`src/rtl/cpu_trace_buffer.sv`:
```
// Trace capture FIFO feeding a byte serializer: each captured {pc, result}
// entry is emitted as six bytes, MSB first, under valid/ready handshaking.
module cpu_trace_buffer #(
  parameter int unsigned DEPTH = 16,
  parameter int unsigned CNT_W = 5
) (
  input  logic             clk,
  input  logic             rst,
  input  logic             cap_en,
  input  logic             clr,
  input  logic [31:0]      in_pc,
  input  logic [15:0]      in_result,
  output logic [7:0]       byte_data,
  output logic             byte_valid,
  input  logic             byte_ready,
  output logic [CNT_W-1:0] count,
  output logic             full,
  output logic             empty,
  output logic [7:0]       overflow_cnt
);

  localparam int unsigned AW = $clog2(DEPTH);

  typedef enum logic {IDLE, SEND} state_t;

  state_t           state_q, state_d;
  logic [CNT_W-1:0] wr_ptr_q, wr_ptr_d;
  logic [CNT_W-1:0] rd_ptr_q, rd_ptr_d;
  logic [47:0]      shift_q, shift_d;
  logic [2:0]       idx_q, idx_d;
  logic [7:0]       ovf_q, ovf_d;
  logic [47:0]      mem_q [DEPTH];

  logic push, pop, drop;

  // Pointers carry one extra wrap bit so their difference is the fill level.
  assign count        = wr_ptr_q - rd_ptr_q;
  assign full         = (count == CNT_W'(DEPTH));
  assign empty        = (count == '0);
  assign overflow_cnt = ovf_q;

  assign pop  = (state_q == IDLE) && !empty && !clr;
  assign push = cap_en && !clr && (!full || pop);
  assign drop = cap_en && !clr && full && !pop;

  assign byte_valid = (state_q == SEND);
  assign byte_data  = byte_valid ? shift_q[47:40] : 8'h00;

  always_ff @(posedge clk) begin
    if (push) begin
      mem_q[wr_ptr_q[AW-1:0]] <= {in_pc, in_result};
    end
  end

  always_comb begin
    state_d  = state_q;
    wr_ptr_d = wr_ptr_q;
    rd_ptr_d = rd_ptr_q;
    shift_d  = shift_q;
    idx_d    = idx_q;
    ovf_d    = ovf_q;
    if (clr) begin
      state_d  = IDLE;
      wr_ptr_d = '0;
      rd_ptr_d = '0;
      shift_d  = '0;
      idx_d    = '0;
      ovf_d    = '0;
    end else begin
      if (push) wr_ptr_d = wr_ptr_q + CNT_W'(1);
      if (pop)  rd_ptr_d = rd_ptr_q + CNT_W'(1);
      if (drop && (ovf_q != '1)) ovf_d = ovf_q + 8'd1;
      case (state_q)
        IDLE: begin
          if (pop) begin
            shift_d = mem_q[rd_ptr_q[AW-1:0]];
            idx_d   = '0;
            state_d = SEND;
          end
        end
        SEND: begin
          if (byte_ready) begin
            shift_d = {shift_q[39:0], 8'h00};
            if (idx_q == 3'd5) begin
              idx_d   = '0;
              state_d = IDLE;
            end else begin
              idx_d = idx_q + 3'd1;
            end
          end
        end
        default: state_d = IDLE;
      endcase
    end
  end

  always_ff @(posedge clk or negedge rst) begin
    if (!rst) begin
      state_q  <= IDLE;
      wr_ptr_q <= '0;
      rd_ptr_q <= '0;
      shift_q  <= '0;
      idx_q    <= '0;
      ovf_q    <= '0;
    end else begin
      state_q  <= state_d;
      wr_ptr_q <= wr_ptr_d;
      rd_ptr_q <= rd_ptr_d;
      shift_q  <= shift_d;
      idx_q    <= idx_d;
      ovf_q    <= ovf_d;
    end
  end

endmodule

```
`config.mk`:
```
export PLATFORM = sky130hd
export DESIGN_NAME = cpu_trace_buffer
export DESIGN_NICKNAME = d
export VERILOG_FILES = /design/src/rtl/cpu_trace_buffer.sv
export SDC_FILE = /design/constraint.sdc
export NUM_CORES = 1
export LEC_CHECK = 0
export ABC_CLOCK_PERIOD_IN_PS = 11800
export BUFFER_PORTS_ARGS = -buffer_cell sky130_fd_sc_hd__buf_4
export CAP_MARGIN = 20
export CORE_AREA = 3 3 314 316
export CTS_CLUSTER_SIZE = 20
export DETAILED_ROUTE_END_ITERATION = 8
export DIE_AREA = 0 0 317 319
export GPL_TIMING_DRIVEN = 0
export SKIP_CTS_REPAIR_TIMING = 1
export SYNTH_ARGS = -nofsm -noshare
export SYNTH_HDL_FRONTEND = slang
export SYNTH_SLANG_ARGS = --single-unit
```
`constraint.sdc`:
```
create_clock -name clk -period 11.8 [get_ports clk]
set_clock_uncertainty 0.05 [all_clocks]
set_input_delay 0.59 -clock clk [delete_from_list [all_inputs] [get_ports clk]]
set_output_delay 0.59 -clock clk [all_outputs]
set_load 0.02 [all_outputs]
```
==> summary by stage <==
STA
Setup repair after global routing left no endpoint under its margin. The final-report setup violation count is 0. The share of the clock period used by the worst path is between 50% and 60%. Timing would allow up to between 150 and 200 MHz.

Counting I/O delays and the setup requirement, the final critical path takes approximately 6 ns. The slew of the pin with the lowest slew margin is between 1 and 1.5 ns. The number of max-slew violations in the final report is 0. Headroom to the max-slew limit came out at around 27%. The final hold violation count came to 0. In the post-route analysis, the smallest setup slack over all paths is between 5 and 6 ns.

Die
The die covers around 0.10 mm². Once the floorplan was initialized, standard cells occupied 34.87% of the core. The core region is just under 0.1 mm². The initialized floorplan defines about 110 standard-cell rows.

The die is ~320 µm wide. The height of the chip is about 320 µm. The I/O pin count is 77.

Power and ir drop
The power share of the sequential group is approximately 44%. Dividing total power by cell area gives a power density of 198.6 mW/mm². Internal power comes to about 0.0056 W. Of the total power, combinational logic draws approximately 22%. In this run the static leakage power is between 10 and 15 nW. The share of total power in the clock network is between 30% and 40%.

The switching power is around 0.0023 W. In this run switching power makes up 28.72% of total power. The total power is a little under 0.008 W. The maximum resistive drop on vdd is around 0.10 mV.

CTS
The total clock buffers created by CTS is around 80. The maximum clock path buffer count is 3. For this design, the sink count on the clock tree is ~840.

The clock insertion delay at the later pin of the skew report is around 0.63 ns. TritonCTS built the clock tree. Clock-pin slew was measured on the worst setup and hold paths at about 0.070 ns.

CTS built an H-tree with a depth of 3. The root buffer cell is clkbuf_16.

Placement
The placed cell area is about 0.037 mm². The quantity of I/O buffers inserted on ports is 76. The pre-CTS setup slack is just under 6 ns. The HPWL after detailed placement is 59.71 mm. Once placement completed, the tool counted placed cells totaling around 3400. Routability-driven placement finished with a final weighted congestion of 0.7871.

Route
The starting DRC count in detailed routing is approximately 1600. In the routed layout, each cell is associated on average with a via count of approximately 5.3. The pre-antenna-repair detailed-routing pass consisted of 5 iterations. The post-detailed-route wirelength per cell is approximately 25 µm.

In this run the remaining antenna-violating nets after routing total 0. The number of design rule violations left after detail routing is 0. The total vias in the final route is 18760. After detailed routing, the total wire length is 87.14 mm.

Critical path
Measured in cells, the most critical reg-to-reg path has a length of 15. The count of cell instances traversed by the critical path is 15. On the worst path, the slowest cell contributes a delay of 0.85 ns.

At the worst endpoint, the arrival time is roughly 6.3 ns. STA classifies the critical path startpoint as a flip-flop. The required time of the critical path is 12.08 ns. Along the worst path, the maximum fanout reaches 11. Traced cell by cell, the critical path runs through clkbuf_1 -> buf_2 -> buf_1 -> inv_1 -> fa_1 -> xor2_1 -> nand4b_1 -> a211o_1 -> o21ai_0 -> buf_2 -> nor3_2 -> buf_6 -> buf_6 -> buf_6 -> buf_6. For this design, the slowest cell found on the critical path is nor3_2.

The category of the most critical setup path is reg2reg. The dominant delay contributor by cell family on the critical path is buffers and inverters. The buffer and inverter count on the worst path is 9. The most used cell along the critical path is buf_6. The worst setup path is captured at a flip-flop.

Yosys
In this run the mean area of a mapped cell was roughly 17 µm². The count of flip-flops with a built-in enable after synthesis is 768. Summing every instance area after synthesis gives ~0.034 mm². The sequential share of the synthesized area is roughly three quarters.

The register bit total from synthesis is roughly 840. The post-synthesis async set-or-reset flop share is under 10%. The total of warnings raised by yosys is 0. Synthesis handed over a netlist of 1958 instances. The number of nets handed over by synthesis was between 2000 and 2500.

For this run, the leading register cell type out of synthesis is edfxtp_1. The number of library cell types mapped by synthesis is 49.

Min path
In this run the worst hold path is classified as in2reg. Along the worst hold path, the cell count comes to 1.

Finish
Leaving out fill and tap cells, the most frequent cells in the layout are 768 x edfxtp_1, 321 x mux2i_1, 133 x nand2_1. The total number of nets in the final design is approximately 2300. Once layout is complete, the utilization of the core stands at between 40% and 50%. The post-route netlist has 19.16% of its cells at a drive strength greater than 1. The total non-filler cell area in the finished layout is between 0.03 and 0.04 mm².

The area overhead of the layout relative to synthesis is 17.96%. Once layout is complete, the cells apart from fillers number around 3500. The most common library cell in the layout ignoring fill and taps is edfxtp_1.

GRT
The fraction of met1 tracks used by global routing is 22.43%. The global routing usage on met3 is ~3.3%. The met2 routing resource usage after global routing is 28.34%. The global router's overall resource usage is between 15 and 20%. The initial antenna violation count is 1. The largest net degree at the start of global routing is 43. The layer flagged by global routing as most heavily used is met2.

The total overflow left after global routing is 0. The first-pass GRT wire length is roughly 130 mm. The number of global-route vias before repair came to ~19000.

Run
The count of maximum capacitance violations is 0.

Outcome
The flow ran to the end, and the final reports show no timing, DRC or antenna violations.
-- registers in the layout, summed over array words and instances (netlist names) --
name	count
idx_q	3
shift_q	48
wr_ptr_q	5
mem_q	768
byte_valid	1
overflow_cnt	8
rd_ptr_q	5
-- worst register-to-register path, delay by kind of cell (launching register included) --
| family | cells | cell delay (ns) |
|---|---|---|
| AOI/OAI and AO/OA | 2 | 0.49 |
| xor gates and xnor gates | 1 | 0.23 |
| buffers and inverters | 9 | 3.01 |
| and+or+nand+nor | 2 | 1.05 |
| DFF | 1 | 0.37 |
| adders and majority gates | 1 | 0.50 |
-- cells by family after synthesis --
| family | count (synthesis) | share of synthesized area, % |
|---|---|---|
| flip-flops | 838 | 73.91 |
| buffers and inverters | 146 | 1.856 |
| adder cells (fa/ha/maj) | 11 | 0.4323 |
| AND/OR/NAND/NOR | 299 | 4.308 |
| multiplexers | 405 | 13.73 |
| XOR/XNOR | 4 | 0.1043 |
| AO/OA/AOI/OAI | 255 | 5.657 |
-- synth_stat cells, types with 40 or more instances --
| cell | instances | share of area (%) |
|---|---|---|
| edfxtp_1 | 768 | 69 |
| mux2i_1 | 321 | 9.6 |
| nand2_1 | 133 | 1.5 |
| a211oi_1 | 81 | 1.8 |
| a22oi_1 | 81 | 1.8 |
| dfrtp_1 | 70 | 5.2 |
| clkbuf_1 | 62 | 0.69 |
| nand3_1 | 49 | 0.73 |
| nor2b_1 | 47 | 0.88 |
| buf_2 | 45 | 0.67 |
| mux2_2 | 44 | 1.5 |
| a32oi_1 | 40 | 1.0 |
| mux4_2 | 40 | 2.7 |
-- through the flow --
step,setup TNS (ns),hold WS [ns]
after floorplan,0,0.2444
final,0,0.2000
after CTS,0,-0.1147
after global routing,0,0.1888
after detailed placement,0,0.4468
after global placement,-0.9604,0.4449
-- final cells by class --
| type | instances | area, µm² |
|---|---|---|
| antenna | 3 | 7.507 |
| inverter | 29 | 108.9 |
| timing repair buffer | 161 | 1594 |
| multi-input combinational | 974 | 8215 |
| clock inverter | 37 | 499.2 |
| clock buffer | 114 | 2252 |
| fill | 8523 | 56680 |
| sequential | 838 | 24810 |
| buffer | 117 | 514.2 |
| tap | 1276 | 1597 |
-- power groups by stage --
stage	Sequential, W	Clock, W	Combinational, W
finish	0.00343	0.00267	0.00176
global route	0.00344	0.00284	0.00188
CTS	0.00343	0.00272	0.00177
detailed placement	0.00349	0	0.00177
global placement	0.00350	0	0.00172
floorplan	0.00345	0	0.00115
-- per-layer routing --
layer,vias up,wire [µm]
li1,8237,-
met1,9704,36120
met2,660,42610
met3,159,5668
met4,0,2740
met5,-,0
-- path summary, 6_finish.rpt --
path	start	end	slack, ns
max	rd_ptr_q[1]	mem_q[8][33]	5.82
min	in_pc[17]	mem_q[0][33]	0.20
max reg2reg	rd_ptr_q[1]	mem_q[8][33]	5.82
min reg2reg	shift_q[43]	shift_q[43]	0.46
max in group asynchronous	rst	shift_q[8]	10.63
min in group asynchronous	rst	shift_q[22]	0.44
Power figures use the tool's default switching activity.
